**src/rtl/uart_rx_cfg_if.sv**
```systemverilog
// Receive-side handshake bundle for uart_rx_cfg.
//   rx_data  : received word, LSB-aligned, unused upper bits zero
//   rx_valid : held word available
//   rx_err   : {parity, overrun, frame} flags for the held word
//   rx_ready : consumer accepts the held word while rx_valid is high
// master = receiver (drives the word), slave = consumer (drives rx_ready).
interface uart_rx_cfg_if;
    logic [7:0] rx_data;
    logic       rx_valid;
    logic [2:0] rx_err;
    logic       rx_ready;

    modport master (output rx_data, output rx_valid, output rx_err, input rx_ready);
    modport slave  (input rx_data, input rx_valid, input rx_err, output rx_ready);
endinterface

```
**src/rtl/uart_rx_cfg.sv**
```systemverilog
// Configurable oversampling UART receiver (5-8 data bits, none/even/odd
// parity, one or two stop bits) with a single-word holding register.
//   clk, rst      : clock, asynchronous active-high reset
//   os_tick_i     : single-clk strobe at OVS x baud
//   din_i         : asynchronous serial line, idles high
//   data_bits_i   : 00=5 .. 11=8 data bits
//   par_mode_i    : 00 none, 01 even, 10 odd, 11 none
//   stop2_i       : check a second stop bit
//   busy_o        : receiver is not idle
//   rx_bus        : word/flags/valid out, ready in
module uart_rx_cfg #(
    parameter int unsigned OVS         = 16,
    parameter int unsigned SYNC_STAGES = 2
) (
    input  logic          clk,
    input  logic          rst,
    input  logic          os_tick_i,
    input  logic          din_i,
    input  logic [1:0]    data_bits_i,
    input  logic [1:0]    par_mode_i,
    input  logic          stop2_i,
    output logic          busy_o,
    uart_rx_cfg_if.master rx_bus
);
    localparam int unsigned      CNT_W    = $clog2(OVS);
    localparam logic [CNT_W-1:0] CNT_FULL = CNT_W'(OVS - 1);
    localparam logic [CNT_W-1:0] CNT_HALF = CNT_W'(OVS / 2 - 1);

    typedef enum logic [2:0] {
        S_IDLE, S_START, S_DATA, S_PARITY, S_STOP1, S_STOP2
    } state_t;

    state_t                 state_q, state_d;
    logic [SYNC_STAGES-1:0] sync_q;
    logic                   line;
    logic [CNT_W-1:0]       cnt_q, cnt_d;
    logic [2:0]             bit_q, bit_d;
    logic [7:0]             shift_q, shift_d;
    logic [1:0]             db_q, db_d;
    logic [1:0]             pm_q, pm_d;
    logic                   s2_q, s2_d;
    logic                   par_err_q, par_err_d;
    logic                   frm_err_q, frm_err_d;
    logic                   armed_q, armed_d;
    logic                   done_q, done_d;
    logic [7:0]             rx_data_q, rx_data_d;
    logic [2:0]             rx_err_q, rx_err_d;
    logic                   rx_valid_q, rx_valid_d;
    logic                   busy_q;
    logic                   full_hit, half_hit, last_bit, par_en, par_odd;

    assign line     = sync_q[SYNC_STAGES-1];
    assign full_hit = (cnt_q == CNT_FULL);
    assign half_hit = (cnt_q == CNT_HALF);
    assign last_bit = (bit_q == (3'(db_q) + 3'd4));
    assign par_en   = pm_q[0] ^ pm_q[1];
    assign par_odd  = (pm_q == 2'b10);

    assign busy_o          = busy_q;
    assign rx_bus.rx_data  = rx_data_q;
    assign rx_bus.rx_err   = rx_err_q;
    assign rx_bus.rx_valid = rx_valid_q;

    // Line synchroniser; resets to the idle (high) level
    always_ff @(posedge clk or posedge rst) begin
        if (rst) sync_q <= '1;
        else     sync_q <= {sync_q[SYNC_STAGES-2:0], din_i};
    end

    // State register
    always_ff @(posedge clk or posedge rst) begin
        if (rst) state_q <= S_IDLE;
        else     state_q <= state_d;
    end

    // Next-state logic, advanced only on oversampling ticks
    always_comb begin
        state_d = state_q;
        if (os_tick_i) begin
            case (state_q)
                S_IDLE:   if (armed_q && !line) state_d = S_START;
                S_START:  if (half_hit) state_d = line ? S_IDLE : S_DATA;
                S_DATA:   if (full_hit && last_bit) state_d = par_en ? S_PARITY : S_STOP1;
                S_PARITY: if (full_hit) state_d = S_STOP1;
                S_STOP1:  if (full_hit) state_d = (s2_q && line) ? S_STOP2 : S_IDLE;
                S_STOP2:  if (full_hit) state_d = S_IDLE;
                default:  state_d = S_IDLE;
            endcase
        end
    end

    // Datapath and output next values
    always_comb begin
        cnt_d      = cnt_q;
        bit_d      = bit_q;
        shift_d    = shift_q;
        db_d       = db_q;
        pm_d       = pm_q;
        s2_d       = s2_q;
        par_err_d  = par_err_q;
        frm_err_d  = frm_err_q;
        armed_d    = armed_q;
        done_d     = 1'b0;
        rx_data_d  = rx_data_q;
        rx_err_d   = rx_err_q;
        rx_valid_d = rx_valid_q;

        if (os_tick_i) begin
            case (state_q)
                S_IDLE: begin
                    cnt_d = '0;
                    bit_d = '0;
                    // A held-low line after a frame error must go high before re-arming
                    if (line) begin
                        armed_d = 1'b1;
                    end else if (armed_q) begin
                        db_d      = data_bits_i;
                        pm_d      = par_mode_i;
                        s2_d      = stop2_i;
                        shift_d   = '0;
                        par_err_d = 1'b0;
                        frm_err_d = 1'b0;
                    end
                end
                S_START: cnt_d = half_hit ? '0 : cnt_q + CNT_W'(1);
                S_DATA: begin
                    cnt_d = full_hit ? '0 : cnt_q + CNT_W'(1);
                    if (full_hit) begin
                        shift_d[bit_q] = line;
                        bit_d          = bit_q + 3'd1;
                    end
                end
                S_PARITY: begin
                    cnt_d = full_hit ? '0 : cnt_q + CNT_W'(1);
                    if (full_hit) par_err_d = (^shift_q) ^ line ^ par_odd;
                end
                S_STOP1: begin
                    cnt_d = full_hit ? '0 : cnt_q + CNT_W'(1);
                    if (full_hit) begin
                        if (!line) begin
                            frm_err_d = 1'b1;
                            armed_d   = 1'b0;
                        end
                        if (!(s2_q && line)) done_d = 1'b1;
                    end
                end
                S_STOP2: begin
                    cnt_d = full_hit ? '0 : cnt_q + CNT_W'(1);
                    if (full_hit) begin
                        if (!line) begin
                            frm_err_d = 1'b1;
                            armed_d   = 1'b0;
                        end
                        done_d = 1'b1;
                    end
                end
                default: cnt_d = '0;
            endcase
        end

        // Completion wins over acceptance; overrun only when the old word was not taken
        if (done_q) begin
            rx_data_d  = shift_q;
            rx_err_d   = {par_err_q, rx_valid_q && !rx_bus.rx_ready, frm_err_q};
            rx_valid_d = 1'b1;
        end else if (rx_valid_q && rx_bus.rx_ready) begin
            rx_valid_d = 1'b0;
        end
    end

    // Datapath and output registers
    always_ff @(posedge clk or posedge rst) begin
        if (rst) begin
            cnt_q      <= '0;
            bit_q      <= '0;
            shift_q    <= '0;
            db_q       <= '0;
            pm_q       <= '0;
            s2_q       <= 1'b0;
            par_err_q  <= 1'b0;
            frm_err_q  <= 1'b0;
            armed_q    <= 1'b1;
            done_q     <= 1'b0;
            rx_data_q  <= '0;
            rx_err_q   <= '0;
            rx_valid_q <= 1'b0;
            busy_q     <= 1'b0;
        end else begin
            cnt_q      <= cnt_d;
            bit_q      <= bit_d;
            shift_q    <= shift_d;
            db_q       <= db_d;
            pm_q       <= pm_d;
            s2_q       <= s2_d;
            par_err_q  <= par_err_d;
            frm_err_q  <= frm_err_d;
            armed_q    <= armed_d;
            done_q     <= done_d;
            rx_data_q  <= rx_data_d;
            rx_err_q   <= rx_err_d;
            rx_valid_q <= rx_valid_d;
            busy_q     <= (state_d != S_IDLE);
        end
    end
endmodule

```
**src/flat_wrapper.sv**
```systemverilog
// flat-port wrapper written by rule: the top's interface ports become plain ports
module uart_rx_cfg_flat 
#(
    parameter int unsigned OVS         = 16,
    parameter int unsigned SYNC_STAGES = 2
)
  (clk, rst, os_tick_i, din_i, data_bits_i, par_mode_i, stop2_i, busy_o, rx_bus_rx_data, rx_bus_rx_valid, rx_bus_rx_err, rx_bus_rx_ready);
  uart_rx_cfg_if rx_bus_i ();
  input  logic clk;
  input  logic rst;
  input  logic os_tick_i;
  input  logic din_i;
  input  logic [1:0] data_bits_i;
  input  logic [1:0] par_mode_i;
  input  logic stop2_i;
  output logic busy_o;
  output wire logic [$bits(rx_bus_i.rx_data)-1:0] rx_bus_rx_data;
  output wire logic [$bits(rx_bus_i.rx_valid)-1:0] rx_bus_rx_valid;
  output wire logic [$bits(rx_bus_i.rx_err)-1:0] rx_bus_rx_err;
  input wire logic [$bits(rx_bus_i.rx_ready)-1:0] rx_bus_rx_ready;
  assign rx_bus_rx_data = rx_bus_i.rx_data;
  assign rx_bus_rx_valid = rx_bus_i.rx_valid;
  assign rx_bus_rx_err = rx_bus_i.rx_err;
  assign rx_bus_i.rx_ready = rx_bus_rx_ready;
  uart_rx_cfg #(.OVS(OVS), .SYNC_STAGES(SYNC_STAGES)) u_core (.clk(clk), .rst(rst), .os_tick_i(os_tick_i), .din_i(din_i), .data_bits_i(data_bits_i), .par_mode_i(par_mode_i), .stop2_i(stop2_i), .busy_o(busy_o), .rx_bus(rx_bus_i));
endmodule
```
**config.mk**
```make
export PLATFORM = sky130hd
export DESIGN_NAME = uart_rx_cfg_flat
export DESIGN_NICKNAME = d
export VERILOG_FILES = /design/src/rtl/uart_rx_cfg_if.sv /design/src/rtl/uart_rx_cfg.sv /design/src/flat_wrapper.sv
export SDC_FILE = /design/constraint.sdc
export NUM_CORES = 1
export LEC_CHECK = 0
export BUFFER_PORTS_ARGS = -buffer_cell sky130_fd_sc_hd__buf_2
export CAP_MARGIN = 20
export CELL_PAD_IN_SITES_DETAIL_PLACEMENT = 1
export CELL_PAD_IN_SITES_GLOBAL_PLACEMENT = 2
export CORE_ASPECT_RATIO = 0.7
export CORE_MARGIN = 1
export CORE_UTILIZATION = 38
export DETAILED_ROUTE_END_ITERATION = 7
export HOLD_SLACK_MARGIN = 0.06
export PLACE_DENSITY = 0.9
export SKIP_CTS_REPAIR_TIMING = 1
export SLEW_MARGIN = 25
export SYNTH_ARGS = -nofsm -noshare
export SYNTH_HDL_FRONTEND = slang
export SYNTH_SLANG_ARGS = --single-unit
```
**constraint.sdc**
```tcl
create_clock -name clk -period 2.6 [get_ports clk]
set_input_delay 0.39 -clock clk [delete_from_list [all_inputs] [get_ports clk]]
set_output_delay 0.39 -clock clk [all_outputs]
set_load 0.02 [all_outputs]
```
==> results by group, run 1 <==
Clock network
  • H-tree level count: 2
  • Clock transition at the registers of the reported paths: around 0.080 ns
  • TritonCTS buffer count: 5
  • Max Root-Sink Buffers: 2
  • Clk root buf: sky130_fd_sc_hd__clkbuf_8
  • TritonCTS sink count: 42
  • Worst skew pair latency: between 0.2 and 0.3 ns
  • TritonCTS clock tree: yes

Floorplan
  • Top-level port count: 23
  • Starting density of the core: 0.398
  • Core Rows: 22
  • Horizontal die dimension: between 90 and 100 um
  • Vertical die dimension: approximately 64 um
  • Placeable core area: 5290 um2
  • Overall die area: 5840 um2

Route
  • Number of optimization iterations in the first detailed-route pass: 4
  • DRC violation count after routing: 0
  • Wirelength, routed: about 5 mm
  • Remaining antenna violation count after routing: 0
  • Vias per cell: between 5 and 6
  • Number of vias in the routed layout: about 1600
  • Initial detailed-routing violation count: 80
  • Post-DR wirelength/cell: 16.7 um

STA
  • Total Neg Setup Slack: 0 ns
  • Slew at the pin closest to its max-slew limit: ~0.54 ns
  • Max-slew headroom at the worst pin: 0.640
  • Pins Over Slew Limit: 0
  • Largest clock skew in the final design: 0.00785 ns
  • Share of the cycle needed by the critical path after routing: 0.790
  • Achievable Freq: 0.487 GHz
  • Minimum clock period after layout: between 2 and 2.5 ns
  • Final hold violations: 0
  • Setup repair after global routing missed its margin: no
  • Number of setup violations in the final report: 0

Synth
  • Cells taking the most area after synthesis: sky130_fd_sc_hd__dfrtp_1 46%, sky130_fd_sc_hd__mux2_2 9.1%, sky130_fd_sc_hd__xnor2_1 4.2%
  • Asr flop ratio synth: 1.00
  • Fraction of synthesized cell area taken by the top area cell type: 0.464
  • Main combinational cell family by area after synthesis: compound AO/OA/AOI/OAI gates
  • Adder-cell share of the synthesized area: 0.0178
  • Post-synthesis instance area: around 2100 um2
  • Mean Syn Cell Area: approximately 11 um2
  • Leading area contributor after synthesis: sky130_fd_sc_hd__dfrtp_1
  • Xor and xnor fraction of the mapped netlist area: 0.0523
  • Dominant cell by count in the synthesized netlist: sky130_fd_sc_hd__dfrtp_1
  • FF+latch count, synth: 42
  • Compound-Gate Fraction of Synth Area: 0.159
  • Synthesized instance count: about 200
  • Leading post-synthesis cells by instance count: 39 x sky130_fd_sc_hd__dfrtp_1, 17 x sky130_fd_sc_hd__mux2_2, 16 x sky130_fd_sc_hd__o21ai_0
  • Synthesized Nets: around 210
  • Synth Flop Type: sky130_fd_sc_hd__dfrtp_1
  • Count of distinct cell types in the synthesized netlist: 43
  • Count of flip-flops with a built-in enable after synthesis: 0
  • Ys Warns: 0
  • Simple-gate portion of the synthesized area: 0.138
  • Share of synthesized area occupied by flip-flops and latches: 0.501
  • Portion of netlist area occupied by mux cells: 0.0958

Worst setup path
  • Worst Path Buf+Inv: 0
  • Required time at the endpoint of the critical path: between 2 and 3 ns
  • Reg-to-Reg Start: u_core.cnt_q[0]
  • Cell depth of the worst setup path: 6
  • Category of the worst setup path launch point: flip-flop
  • Cell count of the worst reg-to-reg path: 6
  • Critical path endpoint category: flip-flop
  • Delay contributed by the slowest stage of the critical path: 0.39 ns
  • Internal reg-to-reg setup slack: around 0.55 ns
  • Critical path, cell by cell: ha_1 > nand4_1 > o21ai_1 > nand3_1 > nor2_1 > a32o_1
  • Classification of the worst setup path: flip-flop to flip-flop
  • Dominant delay contributor by cell family on the critical path: simple AND/OR/NAND/NOR gates
  • Crit-path max FO: 6
  • End of the worst register-to-register path: u_core.shift_q[5]
  • Arrival time reported for the critical path endpoint: between 2 and 2.5 ns
  • Critical-path top delay cell: sky130_fd_sc_hd__dfrtp_1
  • Start point of the critical path: u_core.cnt_q[0]
  • Critical path destination: u_core.shift_q[5]

Place
  • Sum of net half-perimeters after detailed placement: around 3.5 mm
  • Total instance count after detailed placement: ~290
  • Gpl congestion: about 0.86
  • PortBufs: 22

GRT
  • Largest net degree at the start of global routing: between 40 and 50
  • Number of antenna violations at the first check in global routing: 0
  • Wire length of the first global-routing pass: between 8 and 9 mm
  • Global-route usage over all layers: 0.183
  • Routing layer with the top usage in global route: met2
  • Vias in the first global route: 1641
  • M1 GR Usage: 0.257
  • Global route total overflow: 0
  • Met3 routing resource usage after global routing: 0.0357
  • Met2 demand-to-capacity share in global routing: 0.290

Layout
  • Net count of the finished layout: between 200 and 250
  • Diode count: 0
  • Non-filler instance count after layout: between 200 and 300
  • Layout cells sized above 1: 0.250
  • Area Overhead vs Synth: 13.7%

Power
  • Maximum ir drop on the vdd rail: about 0.27 mV
  • PD cells: 671 nW/um2
  • Static Leak: 1.14 nW

Hold path
  • Path type of the worst min-delay path: input pin to flip-flop

Status
  • Status: finished, final reports clean

Flow run
  • Maximum Capacitance Violations: 0
-- cells in the final DEF (no fill, tap or decap), types with 3 or more instances in the layout --
cell                       instances
sky130_fd_sc_hd__o21ai_0          16
sky130_fd_sc_hd__nand2_1          14
sky130_fd_sc_hd__buf_4             3
sky130_fd_sc_hd__inv_1             7
sky130_fd_sc_hd__dfstp_2           3
sky130_fd_sc_hd__nand4_1           5
sky130_fd_sc_hd__a21oi_1          11
sky130_fd_sc_hd__dfrtp_1          39
sky130_fd_sc_hd__nand2b_1          3
sky130_fd_sc_hd__nor2_1            9
sky130_fd_sc_hd__clkbuf_8          6
sky130_fd_sc_hd__a21o_1            3
sky130_fd_sc_hd__a22o_1            3
sky130_fd_sc_hd__mux2_2           17
sky130_fd_sc_hd__buf_2            22
sky130_fd_sc_hd__nor2b_1           7
sky130_fd_sc_hd__o211ai_1          4
sky130_fd_sc_hd__xnor2_1          10
sky130_fd_sc_hd__nand3_1           5
sky130_fd_sc_hd__ha_1              3
-- logic make-up (layout without fill, tap and decap cells) --
logic type	Yosys count	count (layout)
AOI/OAI and AO/OA	52	52
adders and majority gates	3	3
xor gates and xnor gates	11	11
and+or+nand+nor	55	55
muxes	18	18
buffers and inverters	17	39
DFF	42	42
-- through the flow --
stage,power (mW),setup WS (ns),area (um2),hold WS [ns],utilization
2_1_floorplan,1.01,0.784,2100,0.345,-
3_3_place_gp,1.08,0.666,2280,0.346,0.431
3_5_place_dp,1.09,0.605,2280,0.349,0.431
4_1_cts,1.63,0.586,2390,0.179,0.452
5_1_grt,1.70,0.439,2390,0.177,0.452
6_report,1.60,0.545,2390,0.186,0.452
-- power breakdown --
| part | switching (mW) | internal (mW) |
|---|---|---|
| Sequential | 0.0720 | 0.707 |
| Clock | 0.217 | 0.307 |
| Combinational | 0.169 | 0.131 |
-- state kept, by name (all words and copies together) (netlist names) --
signal and flops:
u_core.rx_bus.rx_valid 1, u_core.pm_q 2, u_core.frm_err_q 1, u_core.state_q 3, u_core.cnt_q 4, u_core.s2_q 1
u_core.bit_q 3, u_core.shift_q 8, u_core.done_q 1, u_core.armed_q 1, u_core.par_err_q 1, u_core.rx_bus.rx_data 8
u_core.sync_q 2, u_core.busy_o 1, u_core.db_q 2, u_core.rx_bus.rx_err 3
-- how the worst min path moves through the flow --
stage                          start                to  slack [ns]  cells after the start
global placement    u_core.sync_q[0]  u_core.sync_q[1]        0.35                      0
detailed placement  u_core.sync_q[0]  u_core.sync_q[1]        0.35                      0
floorplan           u_core.sync_q[0]  u_core.sync_q[1]        0.35                      0
finish                         din_i  u_core.sync_q[0]        0.19                      1
CTS                            din_i  u_core.sync_q[0]        0.18                      1
global route                   din_i  u_core.sync_q[0]        0.18                      1
-- per-layer routing --
metal / wire length, um / up-vias
li1: - / 756
met1: 2430 / 799
met2: 2220 / 33
met3: 177 / 4
met4: 41 / 0
met5: 0 / -
-- final cells by class --
type	instances	area, um2
inverter	7	26.3
tap	72	90.1
clock inverter	1	30.0
fill	613	2890
sequential	42	1050
clock buffer	6	82.6
timing repair buffer	25	133
multi-input combinational	139	975
Power figures use the tool's default switching activity.
==> run 2: changes to the inputs <==
--- a/config.mk
+++ b/config.mk
@@ -11,10 +11,10 @@
 export CELL_PAD_IN_SITES_GLOBAL_PLACEMENT = 2
 export CORE_ASPECT_RATIO = 0.7
 export CORE_MARGIN = 1
-export CORE_UTILIZATION = 38
+export CORE_UTILIZATION = 34
 export DETAILED_ROUTE_END_ITERATION = 7
 export HOLD_SLACK_MARGIN = 0.06
-export PLACE_DENSITY = 0.9
+export PLACE_DENSITY = 0.86
 export SKIP_CTS_REPAIR_TIMING = 1
 export SLEW_MARGIN = 25
 export SYNTH_ARGS = -nofsm -noshare
==> constraint.sdc (replaced) <==
create_clock -name clk -period 1.8 [get_ports clk]
set_input_delay 0.27 -clock clk [delete_from_list [all_inputs] [get_ports clk]]
set_output_delay 0.27 -clock clk [all_outputs]
set_load 0.02 [all_outputs]
==> run 2 against run 1 <==
Wire length rose by 7.6%. Via count increased by 3.6%. Sequential share of layout area fell by 3.7 points. Utilization down 0.50 points. First-iteration DRC count rose by 46%. Largest power group unchanged.
==> results by group, run 2 (synthesis gave the netlist of run 1 again) <==
GRT
  • Wire length of the first global-routing pass: 8.31 mm (+0.58%)
  • Vias in the first global route: 1631 (-0.61%)
  • Global-route usage over all layers: 0.177 (-0.00679)
  • Global route total overflow: 0 (unchanged)
  • Number of antenna violations at the first check in global routing: 0 (unchanged)
  • Largest net degree at the start of global routing: 28 (-35%)

Layout
  • Area Overhead vs Synth: 24.3%
  • Most common cell after layout, fill and taps aside: sky130_fd_sc_hd__dfrtp_1
  • Non-filler instance count after layout: 317 (+8.6%)
  • Highest-count cells in the layout ignoring fill and taps: 37 x sky130_fd_sc_hd__dfrtp_1, 22 x sky130_fd_sc_hd__buf_2, 21 x sky130_fd_sc_hd__buf_4, 17 x sky130_fd_sc_hd__mux2_2, 16 x sky130_fd_sc_hd__o21ai_0
  • Diode count: 0 (unchanged)
  • Layout cells sized above 1: 0.364 (+0.114)
  • Number of filler cells placed in the layout: 664 (+8.3%)
  • Net count of the finished layout: 254 (+9.0%)

Route
  • Remaining antenna violation count after routing: 0 (unchanged)
  • Vias per cell: 5.21 (-4.5%)
  • Initial detailed-routing violation count: 117 (+46%)
  • DRC violation count after routing: 0 (unchanged)
  • Number of optimization iterations in the first detailed-route pass: 4 (unchanged)
  • Number of vias in the routed layout: 1650 (+3.6%)
  • Wirelength, routed: 5.24 mm (+7.6%)
  • Post-DR wirelength/cell: 16.5 um (-0.91%)

Floorplan
  • Starting density of the core: 0.360 (-0.0379)
  • Top-level port count: 23 (unchanged)
  • Horizontal die dimension: 96.0 um (+5.6%)
  • Core Rows: 23 (+4.5%)
  • Vertical die dimension: 67.8 um (+5.5%)
  • Placeable core area: 5840 um2 (+11%)
  • Overall die area: 6510 um2 (+11%)

Clock network
  • H-tree level count: 2 (unchanged)
  • TritonCTS sink count: 42 (unchanged)
  • Clock transition at the registers of the reported paths: 0.09 ns (about the same)
  • Worst skew pair latency: 0.29 ns (about the same)
  • Clk root buf: sky130_fd_sc_hd__clkbuf_8
  • TritonCTS buffer count: 5 (unchanged)
  • TritonCTS clock tree: yes
  • Max Root-Sink Buffers: 2 (unchanged)

Worst setup path
  • Crit-path max FO: 6 (unchanged)
  • Category of the worst setup path launch point: flip-flop
  • Worst Path Buf+Inv: 1 (+1)
  • Delay contributed by the slowest stage of the critical path: 0.42 ns (+0.03 ns)
  • Cell depth of the worst setup path: 6 (unchanged)
  • Arrival time reported for the critical path endpoint: 1.94 ns (-0.34 ns)
  • Critical-path top delay cell: sky130_fd_sc_hd__dfstp_2
  • Cell count of the worst reg-to-reg path: 6 (unchanged)
  • Critical path, cell by cell: buf_4 > and2_1 > o221ai_1 > a32oi_1 > o221a_1 > or3_1
  • Required time at the endpoint of the critical path: 1.97 ns (-0.86 ns)
  • Classification of the worst setup path: flip-flop to flip-flop
  • Critical path endpoint category: flip-flop
  • Dominant delay contributor by cell family on the critical path: simple AND/OR/NAND/NOR gates

Place
  • PortBufs: 22 (unchanged)
  • Sum of net half-perimeters after detailed placement: 3.77 mm (+7.1%)
  • Gpl congestion: 0.800 (-7.2%)
  • Total instance count after detailed placement: 306 (+7.4%)

STA
  • Total Neg Setup Slack: 0 ns (unchanged)
  • Achievable Freq: 0.567 GHz (+16%)
  • Slew at the pin closest to its max-slew limit: 0.685 ns (+0.145 ns)
  • Number of setup violations in the final report: 0 (unchanged)
  • Max-slew headroom at the worst pin: 0.540 (-0.0998)
  • Final hold violations: 0 (unchanged)
  • Minimum clock period after layout: 1.76 ns (-0.290 ns)
  • Smallest hold slack: 0.205 ns (+0.0191 ns)
  • Largest clock skew in the final design: 0.00839 ns (+0.000541 ns)
  • Share of the cycle needed by the critical path after routing: 0.980 (+0.190)
  • Pins Over Slew Limit: 0 (unchanged)
  • Setup repair after global routing missed its margin: yes

Power
  • Maximum ir drop on the vdd rail: 0.317 mV (+19%)
  • PD cells: 882 nW/um2 (+32%)
  • Static Leak: 1.23 nW (+7.6%)

Status
  • Status: finished, final reports clean

Flow run
  • Maximum Capacitance Violations: 0 (unchanged)

Hold path
  • Path type of the worst min-delay path: input pin to flip-flop
  • Cell depth of the worst min-delay path: 2 (+1)
## run 2: cell type report
| cell class | instances | area (um2) | share of cell area |
|---|---|---|---|
| Tap cell | 75 | 93.8 | 0.0359 |
| Clock buffer | 6 | 82.6 | 0.0316 |
| Inverter | 7 | 26.3 | 0.0101 |
| Multi-Input combinational cell | 139 | 1030 | 0.395 |
| Sequential cell | 42 | 1060 | 0.404 |
| Clock inverter | 2 | 12.5 | 0.00479 |
| Timing Repair Buffer | 46 | 308 | 0.118 |
## run 2: path summary, 6_finish.rpt
path	to	slack, ns	startpoint
max	u_core.busy_o	0.04	u_core.sync_q[1]
min	u_core.db_q[0]	0.20	data_bits_i[0]
max reg2reg	u_core.busy_o	0.04	u_core.sync_q[1]
min reg2reg	u_core.sync_q[1]	0.36	u_core.sync_q[0]
max in group asynchronous	u_core.armed_q	0.67	rst
min in group asynchronous	u_core.rx_bus.rx_err[1]	0.54	rst
## run 2: routing by layer
metal / up-vias / GRT usage / wire (um)
met2: 28 / 0.254 / 2250
met4: 0 / 0.0560 / 40
li1: 804 / - / -
met3: 2 / 0.0405 / 163
met5: - / 0 / 0
met1: 816 / 0.260 / 2790
## run 2: through the flow
step           power (mW)  area [um2]  setup WS, ns  utilization
2_1_floorplan        1.46        2100        0.0980            -
3_3_place_gp         1.63        2430        0.0190        0.416
3_5_place_dp         1.65        2430       -0.0263        0.416
4_1_cts              2.29        2520       -0.0397        0.432
5_1_grt              2.43        2610       -0.0744        0.447
6_report             2.31        2610        0.0355        0.447
## run 2: report_power, final
| part | total [mW] | switching, mW | internal (mW) |
|---|---|---|---|
| Combinational | 0.545 | 0.288 | 0.257 |
| Clock | 0.639 | 0.330 | 0.309 |
| Sequential | 1.12 | 0.0980 | 1.02 |
